===== src/rtl/div_unit.sv =====
// div_unit -- multi-cycle restoring divider for DIV/DIVU.
//
// Produces one quotient bit per cycle, MSB first, working on magnitudes and
// fixing the signs at the end. This is the responder side of the EX stage's
// start/ready handshake. The result is held while start_i stays high.
//
// Ports:
//   clk           clock
//   rst           synchronous active-high reset
//   signed_div_i  1 = DIV (signed), 0 = DIVU
//   opdata1_i     dividend, sampled only on the accepting edge
//   opdata2_i     divisor, sampled only on the accepting edge
//   start_i       request, held by EX until ready_o
//   annul_i       flush: abandon the division in flight
//   result_o      {remainder, quotient}, zero unless ready_o
//   ready_o       result valid
module div_unit #(
    parameter int DATA_W = 32,
    parameter int CNT_W  = 6
) (
    input  logic                clk,
    input  logic                rst,
    input  logic                signed_div_i,
    input  logic [DATA_W-1:0]   opdata1_i,
    input  logic [DATA_W-1:0]   opdata2_i,
    input  logic                start_i,
    input  logic                annul_i,
    output logic [2*DATA_W-1:0] result_o,
    output logic                ready_o
);

    typedef enum logic [1:0] {S_FREE, S_BYZERO, S_ON, S_END} state_t;

    // Request attributes captured at accept time, needed for sign correction.
    typedef struct packed {
        logic sgn;
        logic neg_a;
        logic neg_b;
    } req_t;

    state_t              state_q, state_d;
    logic [CNT_W-1:0]    cnt_q;
    req_t                req_q;
    logic [DATA_W-1:0]   dvd_q;   // dividend bits shift out, quotient bits shift in
    logic [DATA_W-1:0]   dvs_q;
    logic [DATA_W-1:0]   rem_q;
    logic [2*DATA_W-1:0] res_q;

    logic                accept;
    logic                last_step;
    logic [DATA_W-1:0]   abs_a, abs_b;
    logic [DATA_W:0]     shifted;
    logic [DATA_W+1:0]   diff;
    logic [DATA_W-1:0]   rem_nx, dvd_nx;
    logic [DATA_W-1:0]   quo_fix, rem_fix;

    assign accept    = start_i && !annul_i;
    assign last_step = (cnt_q == CNT_W'(DATA_W));

    // A negative dividend or divisor is only stored as a magnitude for DIV.
    assign abs_a = (signed_div_i && opdata1_i[DATA_W-1]) ? -opdata1_i : opdata1_i;
    assign abs_b = (signed_div_i && opdata2_i[DATA_W-1]) ? -opdata2_i : opdata2_i;

    // One restoring step. The shifted remainder needs DATA_W+1 bits. The
    // subtraction is widened by one more bit so the borrow shows up cleanly.
    always_comb begin
        shifted = {rem_q, dvd_q[DATA_W-1]};
        diff    = {1'b0, shifted} - {2'b00, dvs_q};
        rem_nx  = shifted[DATA_W-1:0];
        dvd_nx  = {dvd_q[DATA_W-2:0], 1'b0};
        if (!diff[DATA_W+1]) begin
            rem_nx = diff[DATA_W-1:0];
            dvd_nx = {dvd_q[DATA_W-2:0], 1'b1};
        end
    end

    // Quotient is negative iff the signs differ. The remainder takes the
    // dividend's sign. -2^31 / -1 wraps back to 0x80000000.
    assign quo_fix = (req_q.sgn && (req_q.neg_a ^ req_q.neg_b)) ? -dvd_q : dvd_q;
    assign rem_fix = (req_q.sgn && req_q.neg_a) ? -rem_q : rem_q;

    // State register
    always_ff @(posedge clk) begin
        if (rst) state_q <= S_FREE;
        else     state_q <= state_d;
    end

    // Next state
    always_comb begin
        state_d = state_q;
        case (state_q)
            S_FREE:   if (accept) state_d = (opdata2_i == '0) ? S_BYZERO : S_ON;
            S_BYZERO: state_d = annul_i ? S_FREE : S_END;
            S_ON: begin
                if (annul_i)        state_d = S_FREE;
                else if (last_step) state_d = S_END;
            end
            S_END:    if (!start_i || annul_i) state_d = S_FREE;
            default:  state_d = S_FREE;
        endcase
    end

    // Outputs: valid only in END, zero everywhere else.
    always_comb begin
        ready_o  = (state_q == S_END);
        result_o = ready_o ? res_q : '0;
    end

    // Datapath
    always_ff @(posedge clk) begin
        if (rst) begin
            cnt_q <= '0;
            req_q <= '0;
            dvd_q <= '0;
            dvs_q <= '0;
            rem_q <= '0;
            res_q <= '0;
        end else begin
            case (state_q)
                S_FREE: begin
                    if (accept && opdata2_i != '0) begin
                        req_q <= '{sgn:   signed_div_i,
                                   neg_a: opdata1_i[DATA_W-1],
                                   neg_b: opdata2_i[DATA_W-1]};
                        dvd_q <= abs_a;
                        dvs_q <= abs_b;
                        rem_q <= '0;
                        cnt_q <= '0;
                    end
                end
                S_BYZERO: res_q <= '0;
                S_ON: begin
                    if (annul_i) begin
                        cnt_q <= '0;
                    end else if (!last_step) begin
                        rem_q <= rem_nx;
                        dvd_q <= dvd_nx;
                        cnt_q <= cnt_q + CNT_W'(1);
                    end else begin
                        res_q <= {rem_fix, quo_fix};
                        cnt_q <= '0;
                    end
                end
                default: ;
            endcase
        end
    end

endmodule

===== config.mk =====
export PLATFORM = sky130hd
export DESIGN_NAME = div_unit
export DESIGN_NICKNAME = d
export VERILOG_FILES = /design/src/rtl/div_unit.sv
export SDC_FILE = /design/constraint.sdc
export NUM_CORES = 1
export LEC_CHECK = 0
export CAP_MARGIN = 30
export CORE_MARGIN = 5
export CORE_UTILIZATION = 58
export CTS_BUF_LIST = sky130_fd_sc_hd__clkbuf_4 sky130_fd_sc_hd__clkbuf_8
export CTS_CLUSTER_DIAMETER = 80
export DETAILED_ROUTE_END_ITERATION = 8
export PLACE_DENSITY = 0.88
export SETUP_SLACK_MARGIN = 0.3
export SYNTH_ARGS = -nofsm -noshare
export SYNTH_HDL_FRONTEND = slang
export SYNTH_SLANG_ARGS = --single-unit

===== constraint.sdc =====
create_clock -name clk -period 4.62 [get_ports clk]
set_input_delay 1.386 -clock clk [delete_from_list [all_inputs] [get_ports clk]]
set_output_delay 1.386 -clock clk [all_outputs]
set_load 0.01 [all_outputs]

==> results.toml, run 1 <==
[timing]
drv_slew = 0
clock.fmax_mhz = 239.1
finalSetupViolCount = 0
rsz0062_at_grt = "no"
worstMarginPinSlew_ns = 0.7256
relSlewSlack_pct = 51.60
fin_crit_sh_pct = 90.54
clock_skew_ns = 0.01373
worst_slack_ns = 0.4372
finalHoldViolations = 0
period_needed_ns = 4.183
tns_ns = 0

[place]
port_buffers = 133
pre_cts_slack_ns = -0.02405
placed_area_um2 = 12800
gp_congestion = 1.020
dp_cells = 1795
dp_hpwl_um = 22990

[worst_setup_path]
cpMostUsedCell = "or4_4"
crit_path_top_delay_cell = "or4_4"
path_cells = "clkdlybuf4s50_1, or4_4, or4_4, or4_4, o211a_4, a21o_1, and2_4, nor2_8, buf_12, nand2_1, o211ai_1"
critical_path_arrival_ns = 4.58
crit_required_ns = 5.02
crit_buf_inv = 2
end_kind = "flip-flop"
cp_slowest_stage_delay_ns = 0.57
crit_type = "input port to flip-flop"
cpLargestDelayFamily = "simple AND/OR/NAND/NOR gates"
cp-start-kind = "input port"
cp_max_fo = 37

[floorplanning]
dieArea_um2 = 22160
die_h_um = 148.9
rows = 50
initial_core_util_pct = 59.40
pin_count = 134
core_um2 = 18830
die_w_um = 148.9

[clock_network]
cts.path.max_buffers = 2
hold_buffers = 0
clkTransAtPathRegs_ns = 0.10
worstSkewPairLatency_ns = 0.48
ctsResizeCount = 0
cts_buffers = 17
post-cts-setup-buffers = 0
cts_tree = "built"
clockRootBuffer = "clkbuf_8"
htree_levels = 4
cts.sinks = 171

[power]
cellLeakagePower_nw = 5.231
powerDensity_nw_per_um2 = 372.1
peakVddDrop_mv = 0.4096
fin_total_pwr_mw = 4.934

[yosys]
yosysTopAreaCell = "dfxtp_1"
syn_inst = 1456
yosysSeqAreaShare_pct = 30.60
synth.cell_area_um2 = 11190
yosys.area.top_type_share_pct = 30.60
avgSynthCellArea_um2 = 7.683
yosysUniqueCellTypes = 64
synthFlopType = "dfxtp_1"
synth_fp_nets = 1568
synth_warnings = 0
synthArstFlopShare_pct = 0
synth_edf_count = 0
synth.area.top_cells = "dfxtp_1 (31%), xnor2_1 (6.0%), nand2_1 (5.3%)"
synth_seq_cells = 171

[layout]
finish.instance_area_um2 = 13260
layout_common_cells = "dfxtp_1 (171), nand2_1 (157), nor2_1 (146), clkdlybuf4s50_1 (132), a21oi_1 (100)"
final_common_cell = "dfxtp_1"
layout.cells.non_filler = 1827
nets = 1666
drive_gt1_share_pct = 5.871
antenna_cells = 0
areaGrowthSynthToFinish_pct = 18.52

[global_routing]
track_usage_pct = 26.98
grt_pass1_wl_um = 49740
antenna_found_initial = 0
grt_max_degree = 68
grt_pass1_vias = 10030
gr-total-overflow = 0

[detailed_routing]
wl_per_cell_um = 16.65
antenna_left = 0
drc = 0
drt-total-wl_um = 30420
first_pass_iters = 7
dr_total_vias = 10890
drt_iter0_drc = 1113
vias_per_cell = 5.961

[hold_path]
timing.hold.worst.class = "flip-flop to flip-flop"

[outcome]
status = "finished, final reports clean"

[job]
maxCapViolCount = 0
[layout make-up]
| type | instances | area, um2 |
|---|---|---|
| Inverter | 61 | 229.0 |
| Sequential cell | 171 | 3423 |
| Clock inverter | 15 | 227.7 |
| Multi-Input combinational cell | 1136 | 7177 |
| Fill cell | 1488 | 5573 |
| Timing Repair Buffer | 167 | 1642 |
| Tap cell | 260 | 325.3 |
| Clock buffer | 17 | 234.0 |
[routing by layer]
layer / part of all wire, % / track usage, %
met5: 0 / 0
met4: 1.7 / 7.231
met3: 9.6 / 4.254
met2: 43 / 41.94
met1: 46 / 39.07
[cell families after synthesis]
logic type	count (synthesis)	synth area share [%]
AOI/OAI and AO/OA	425	25.09
xor gates and xnor gates	143	11.20
adders and majority gates	43	4.877
buffers and inverters	149	5.324
DFF	171	30.60
muxes	8	0.7159
and+or+nand+nor	517	22.19
[worst paths after layout]
| check | start | endpoint | slack [ns] | cells after the start |
|---|---|---|---|---|
| max | opdata2_i[8] | rem_q[22] | 0.44 | 11 |
| min | res_q[35] | res_q[35] | 0.45 | 2 |
| max reg2reg | rem_q[6] | rem_q[27] | 1.11 | 12 |
| min reg2reg | res_q[35] | res_q[35] | 0.45 | 2 |
[power by group]
group / switching [mW] / total (mW) / leakage (nW) / internal [mW]
combinational: 1.17 / 1.89 / 3.61 / 0.722
sequential: 0.203 / 1.82 / 1.39 / 1.62
clock: 0.613 / 1.23 / 0.235 / 0.614
total: 1.98 / 4.93 / 5.23 / 2.95
[cells in the mapped netlist, drive strengths merged, types with 12 or more instances]
library cell  instances
a21o                 19
dfxtp               171
a32oi                12
clkbuf               73
nand2b               13
ha                   42
o211ai               18
a211oi               31
buf                  15
o21ai               102
or4                  17
xnor2                76
nand2               157
and2                 74
nor2                148
nand3                23
xor2                 67
nor4                 16
a21oi               103
a22oi                32
o31ai                23
a22o                 33
nor3                 27
inv                  61
or3                  14
[registers in the layout, summed over array words and instances (netlist names)]
signal and flops:
dvd_q 32, rem_q 32, state_q 2, dvs_q 32
cnt_q 6, res_q 64, req_q 3
[through the flow]
step / util (%) / hold WS, ns
after detailed placement: 67.95 / 0.4428
after global placement: 67.87 / 0.4359
after floorplan: - / 0.4273
after global routing: 70.41 / 0.4886
final: 70.41 / 0.4530
after CTS: 70.41 / 0.4554
[worst reg2reg max path, stage by stage, from the launching register on]
cell and delay, ns:
dfxtp_1 0.41, ha_1 0.39, and4_1 0.31, nand4_1 0.15, a211oi_1 0.38, o21ai_0 0.17, a21oi_1 0.36, a21o_1 0.19
buf_4 0.18, nand2_1 0.11, buf_12 0.18, or4_1 0.54, nand3_1 0.09
Power figures use the tool's default switching activity.
==> inputs of run 2 (changes only) <==
--- a/config.mk
+++ b/config.mk
@@ -13,6 +13,7 @@
 export DETAILED_ROUTE_END_ITERATION = 8
 export PLACE_DENSITY = 0.88
 export SETUP_SLACK_MARGIN = 0.3
+export SKIP_CTS_REPAIR_TIMING = 1
 export SYNTH_ARGS = -nofsm -noshare
 export SYNTH_HDL_FRONTEND = slang
 export SYNTH_SLANG_ARGS = --single-unit
==> constraint.sdc (replaced) <==
create_clock -name clk -period 4.1 [get_ports clk]
set_input_delay 1.23 -clock clk [delete_from_list [all_inputs] [get_ports clk]]
set_output_delay 1.23 -clock clk [all_outputs]
set_load 0.01 [all_outputs]
==> results.toml, run 2 (synthesis gave the netlist of run 1 again) <==
[worst_setup_path]
critical_path_arrival_ns = 4.07
reg2reg_depth = 9
crit_type = "input port to flip-flop"
r2r_end = "res_q[63]"
end_kind = "flip-flop"
cp-start-kind = "input port"
cp_max_fo = 9
rrSetupSlack_ns = 0.67
worstSetupStartpoint = "opdata2_i[6]"
reg2reg_from = "rem_q[6]"
crit_required_ns = 4.50

[timing]
clock_skew_ns = 0.01404
finalSetupViolCount = 0
clock.fmax_mhz = 272.6
relSlewSlack_pct = 51.63
worstMarginPinSlew_ns = 0.7252
rsz0062_at_grt = "no"
finalHoldViolations = 0
tns_ns = 0
period_needed_ns = 3.668
fin_crit_sh_pct = 89.46
drv_slew = 0

[layout]
nets = 1707
layout_common_cells = "dfxtp_1 (171), nand2_1 (157), nor2_1 (146), clkdlybuf4s50_1 (128), a21oi_1 (100)"
drive_gt1_share_pct = 8.582
layout.cells.non_filler = 1868
final_common_cell = "dfxtp_1"
top_register = "res_q"
fill_cells = 1480
areaGrowthSynthToFinish_pct = 22.05
largest_reg_flops = 64
seq_area_um2 = 3423
multiInputGateArea_um2 = 7217
utilization_pct = 72.50
antenna_cells = 0

[hold_path]
hold_path_startpoint = "res_q[35]"
min_to = "res_q[35]"
timing.hold.worst.class = "flip-flop to flip-flop"
hold_depth = 2

[clock_network]
cts_buffers = 17
cts.sinks = 171
clkTransAtPathRegs_ns = 0.10
htree_levels = 4
cts.path.max_buffers = 2
clockRootBuffer = "clkbuf_8"
cts_tree = "built"
worstSkewPairLatency_ns = 0.47

[power]
fin_total_pwr_mw = 5.649
powerDensity_nw_per_um2 = 413.8
cellLeakagePower_nw = 5.466
peakVddDrop_mv = 0.2735

[global_routing]
track_usage_pct = 27.52
grt_pass1_wl_um = 50520
grt_max_degree = 67
antenna_found_initial = 0
gr-total-overflow = 0
grt_pass1_vias = 10250

[floorplanning]
die_h_um = 148.9
rows = 50
dieArea_um2 = 22160
die_w_um = 148.9
pin_count = 134
initial_core_util_pct = 59.40
core_um2 = 18830

[job]
maxCapViolCount = 0

[detailed_routing]
antenna_left = 0
first_pass_iters = 7
drt_iter0_drc = 945
wl_per_cell_um = 17.16
drt-total-wl_um = 32050
drc = 0
vias_per_cell = 6.038
dr_total_vias = 11280

[place]
dp_hpwl_um = 23820
dp_cells = 1831
port_buffers = 133
gp_congestion = 0.9948

[outcome]
status = "finished, final reports clean"
==> run 2: cell types whose count changed in the layout (fill, tap and decap cells not counted), moves of 3 or more <==
cell,delta
buf_4,+37
clkdlybuf4s50_1,-4
clkinvlp_4,+4
dlymetal6s2s_1,+4
clkbuf_16,+3
inv_6,-3
==> run 2: worst max-delay path by stage <==
stage	endpoint	slack, ns	depth (start not counted)
after floorplan	rem_q[21]	0.14	11
after global placement	rem_q[22]	-0.21	11
after detailed placement	rem_q[22]	-0.28	11
after CTS	rem_q[14]	0.17	11
after global routing	rem_q[12]	0.29	11
final	rem_q[23]	0.43	10
==> run 2: layout make-up <==
type	instances	share of cell area, %
Inverter	61	1.677
Tap cell	260	2.383
Multi-Input combinational cell	1136	52.86
Clock inverter	15	1.521
Timing Repair Buffer	208	14.76
Clock buffer	17	1.714
Sequential cell	171	25.08
==> run 2: power by group <==
part,switching (mW),internal [mW]
Combinational,1.36,0.905
Clock,0.701,0.629
Sequential,0.232,1.82
Total,2.29,3.36
==> run 2: worst max-delay path, cell delays in order <==
cell and delay [ns]:
clkdlybuf4s50_1 0.43, or4_1 0.58, or4_4 0.58, o211a_4 0.30, a21o_1 0.19, and2_4 0.18, nor2_8 0.22, clkbuf_16 0.21
a32oi_1 0.07, o21ai_2 0.08
==> run 2: routing by layer <==
metal / GRT usage, % / up-vias / wire length [um]
met3: 4.892 / 53 / 3216
met1: 39.88 / 5237 / 14430
met5: 0 / - / 0
li1: - / 5432 / -
met4: 7.323 / 0 / 586
met2: 42.37 / 557 / 13810
==> run 2: per-stage QoR <==
stage               instance area, um2  hold slack (ns)  setup WS, ns
finish                           13650           0.4627        0.4322
global route                     13650           0.4875        0.2930
CTS                              13510           0.4622        0.1672
detailed placement               13070           0.4488       -0.2837
global placement                 13060           0.4361       -0.2085
floorplan                        11210           0.4273        0.1430
==> inputs of run 3 (changes only) <==
--- a/config.mk
+++ b/config.mk
@@ -6,12 +6,11 @@
 export NUM_CORES = 1
 export LEC_CHECK = 0
 export CAP_MARGIN = 30
-export CORE_MARGIN = 5
-export CORE_UTILIZATION = 58
-export CTS_BUF_LIST = sky130_fd_sc_hd__clkbuf_4 sky130_fd_sc_hd__clkbuf_8
+export CORE_UTILIZATION = 59
+export CTS_BUF_LIST = sky130_fd_sc_hd__clkbuf_8
 export CTS_CLUSTER_DIAMETER = 80
 export DETAILED_ROUTE_END_ITERATION = 8
-export PLACE_DENSITY = 0.88
+export PLACE_DENSITY = 0.9
 export SETUP_SLACK_MARGIN = 0.3
 export SKIP_CTS_REPAIR_TIMING = 1
 export SYNTH_ARGS = -nofsm -noshare
==> results.toml, run 3 (synthesis gave the netlist of run 1 again) <==
[outcome]
status = "finished, final reports clean"

[layout]
multiInputGateArea_um2 = 7236
areaGrowthSynthToFinish_pct = 21.13
largest_reg_flops = 64
fill_cells = 1354
drive_gt1_share_pct = 8.260
seq_area_um2 = 3423
layout_common_cells = "dfxtp_1 (171), nand2_1 (156), nor2_1 (146), clkdlybuf4s50_1 (127), a21oi_1 (100)"
top_register = "res_q"
final_common_cell = "dfxtp_1"
finish.instance_area_um2 = 13550
antenna_cells = 0
nets = 1697

[detailed_routing]
drc = 0
dr_total_vias = 11290
vias_per_cell = 6.177
wl_per_cell_um = 17.66
drt-total-wl_um = 32260
antenna_left = 0
drt_iter0_drc = 1213
first_pass_iters = 6

[timing]
finalHoldViolations = 0
worstMarginPinSlew_ns = 0.7379
finalSetupViolCount = 0
drv_slew = 0
rsz0062_at_grt = "no"
period_needed_ns = 3.730
relSlewSlack_pct = 50.80
clock_skew_ns = 0.01468
fin_crit_sh_pct = 90.97
clock.fmax_mhz = 268.1
worst_slack_ns = 0.3704

[global_routing]
antenna_found_initial = 0
grt_util_met3_pct = 6.813
grt_max_degree = 69
grt_busiest_layer = "met2"
grt_pass1_wl_um = 50890
global_route.usage.met1_pct = 45.70
track_usage_pct = 32.20
gr-total-overflow = 0
grt_pass1_vias = 10070
use_met2_pct = 48.50

[floorplanning]
rows = 49
initial_core_util_pct = 61.22
pin_count = 134
die_h_um = 139.7
dieArea_um2 = 19510
die_w_um = 139.7
core_um2 = 18270

[power]
intPower_mw = 3.278
clock_power_share_pct = 22.8
switching_share_pct = 41.21
fin_total_pwr_mw = 5.577
p_comb_share_pct = 40.4
cellLeakagePower_nw = 5.429
p_sw_mw = 2.298
powerDensity_nw_per_um2 = 411.6
peakVddDrop_mv = 0.3212
seqPwrFrac_pct = 36.8

[place]
pre_cts_slack_ns = -0.3205
gp_congestion = 0.9439
placed_area_um2 = 12980
dp_hpwl_um = 23720
port_buffers = 133

[clock_network]
cts_tree = "built"
cts.path.max_buffers = 2
htree_levels = 4
cts.sinks = 171
clockRootBuffer = "clkbuf_8"
worstSkewPairLatency_ns = 0.48
clkTransAtPathRegs_ns = 0.10
cts_buffers = 17

[worst_setup_path]
cp_max_fo = 6
cp_slowest_stage_delay_ns = 0.60
end_kind = "flip-flop"
crit_type = "input port to flip-flop"
crit_path_top_delay_cell = "or4_4"
crit_required_ns = 4.52
cpLargestDelayFamily = "simple AND/OR/NAND/NOR gates"
crit_buf_inv = 2
path_cells = "clkdlybuf4s50_1, or4_1, or4_4, o211a_4, a21o_1, and2_4, nor2_8, clkbuf_16, a32oi_1, o21ai_1"
critical_path_arrival_ns = 4.15
cp-start-kind = "input port"

[job]
maxCapViolCount = 0

[hold_path]
timing.hold.worst.class = "flip-flop to flip-flop"
-- run 3: cell count changes in the layout (fill, tap and decap cells not counted), moves of 2 or more --
cell,delta
buf_12,+2
clkinvlp_4,-2
buf_4,-11
inv_6,+4
inv_8,-2
-- run 3: power groups by stage --
stage	Sequential [mW]	Clock, mW	Combinational (mW)
2_1_floorplan	1.98	0	1.60
3_3_place_gp	2.06	0	2.08
3_5_place_dp	2.07	0	2.12
4_1_cts	2.03	1.27	2.14
5_1_grt	2.07	1.34	2.46
6_report	2.05	1.27	2.25
-- run 3: through the flow --
step                      hold WS (ns)  setup TNS (ns)  utilization, %  std cells
after floorplan                 0.4273               0               -       1456
after global placement          0.4359          -13.56           71.06       1791
after detailed placement        0.4511          -20.35           71.06       1791
after CTS                       0.4629               0           73.33       1823
after global routing            0.4976               0           74.16       1827
final                           0.4625               0           74.16       1827
-- run 3: worst min-delay path, stage by stage (launching register included) --
cell and delay (ns):
dfxtp_1 0.32, nand2_1 0.05, a21oi_1 0.05
-- run 3: layer usage --
layer / routed length [um] / vias up
met3: 3135 / 73
li1: - / 5406
met1: 14380 / 5217
met2: 14020 / 589
met5: 0 / -
met4: 716 / 0
-- run 3: worst paths after layout --
kind	startpoint	endpoint	slack (ns)	depth (start not counted)
min reg2reg	res_q[36]	res_q[36]	0.46	2
min	res_q[36]	res_q[36]	0.46	2
max	opdata2_i[6]	rem_q[30]	0.37	10
max reg2reg	rem_q[6]	res_q[63]	0.74	9
-- run 3: cell type report --
cell class | count | share of cell area, %
clock buffer | 17 | 1.727
timing repair buffer | 198 | 14.47
sequential | 171 | 25.27
clock inverter | 15 | 1.330
tap | 229 | 2.115
inverter | 61 | 1.690
multi-input combinational | 1136 | 53.40
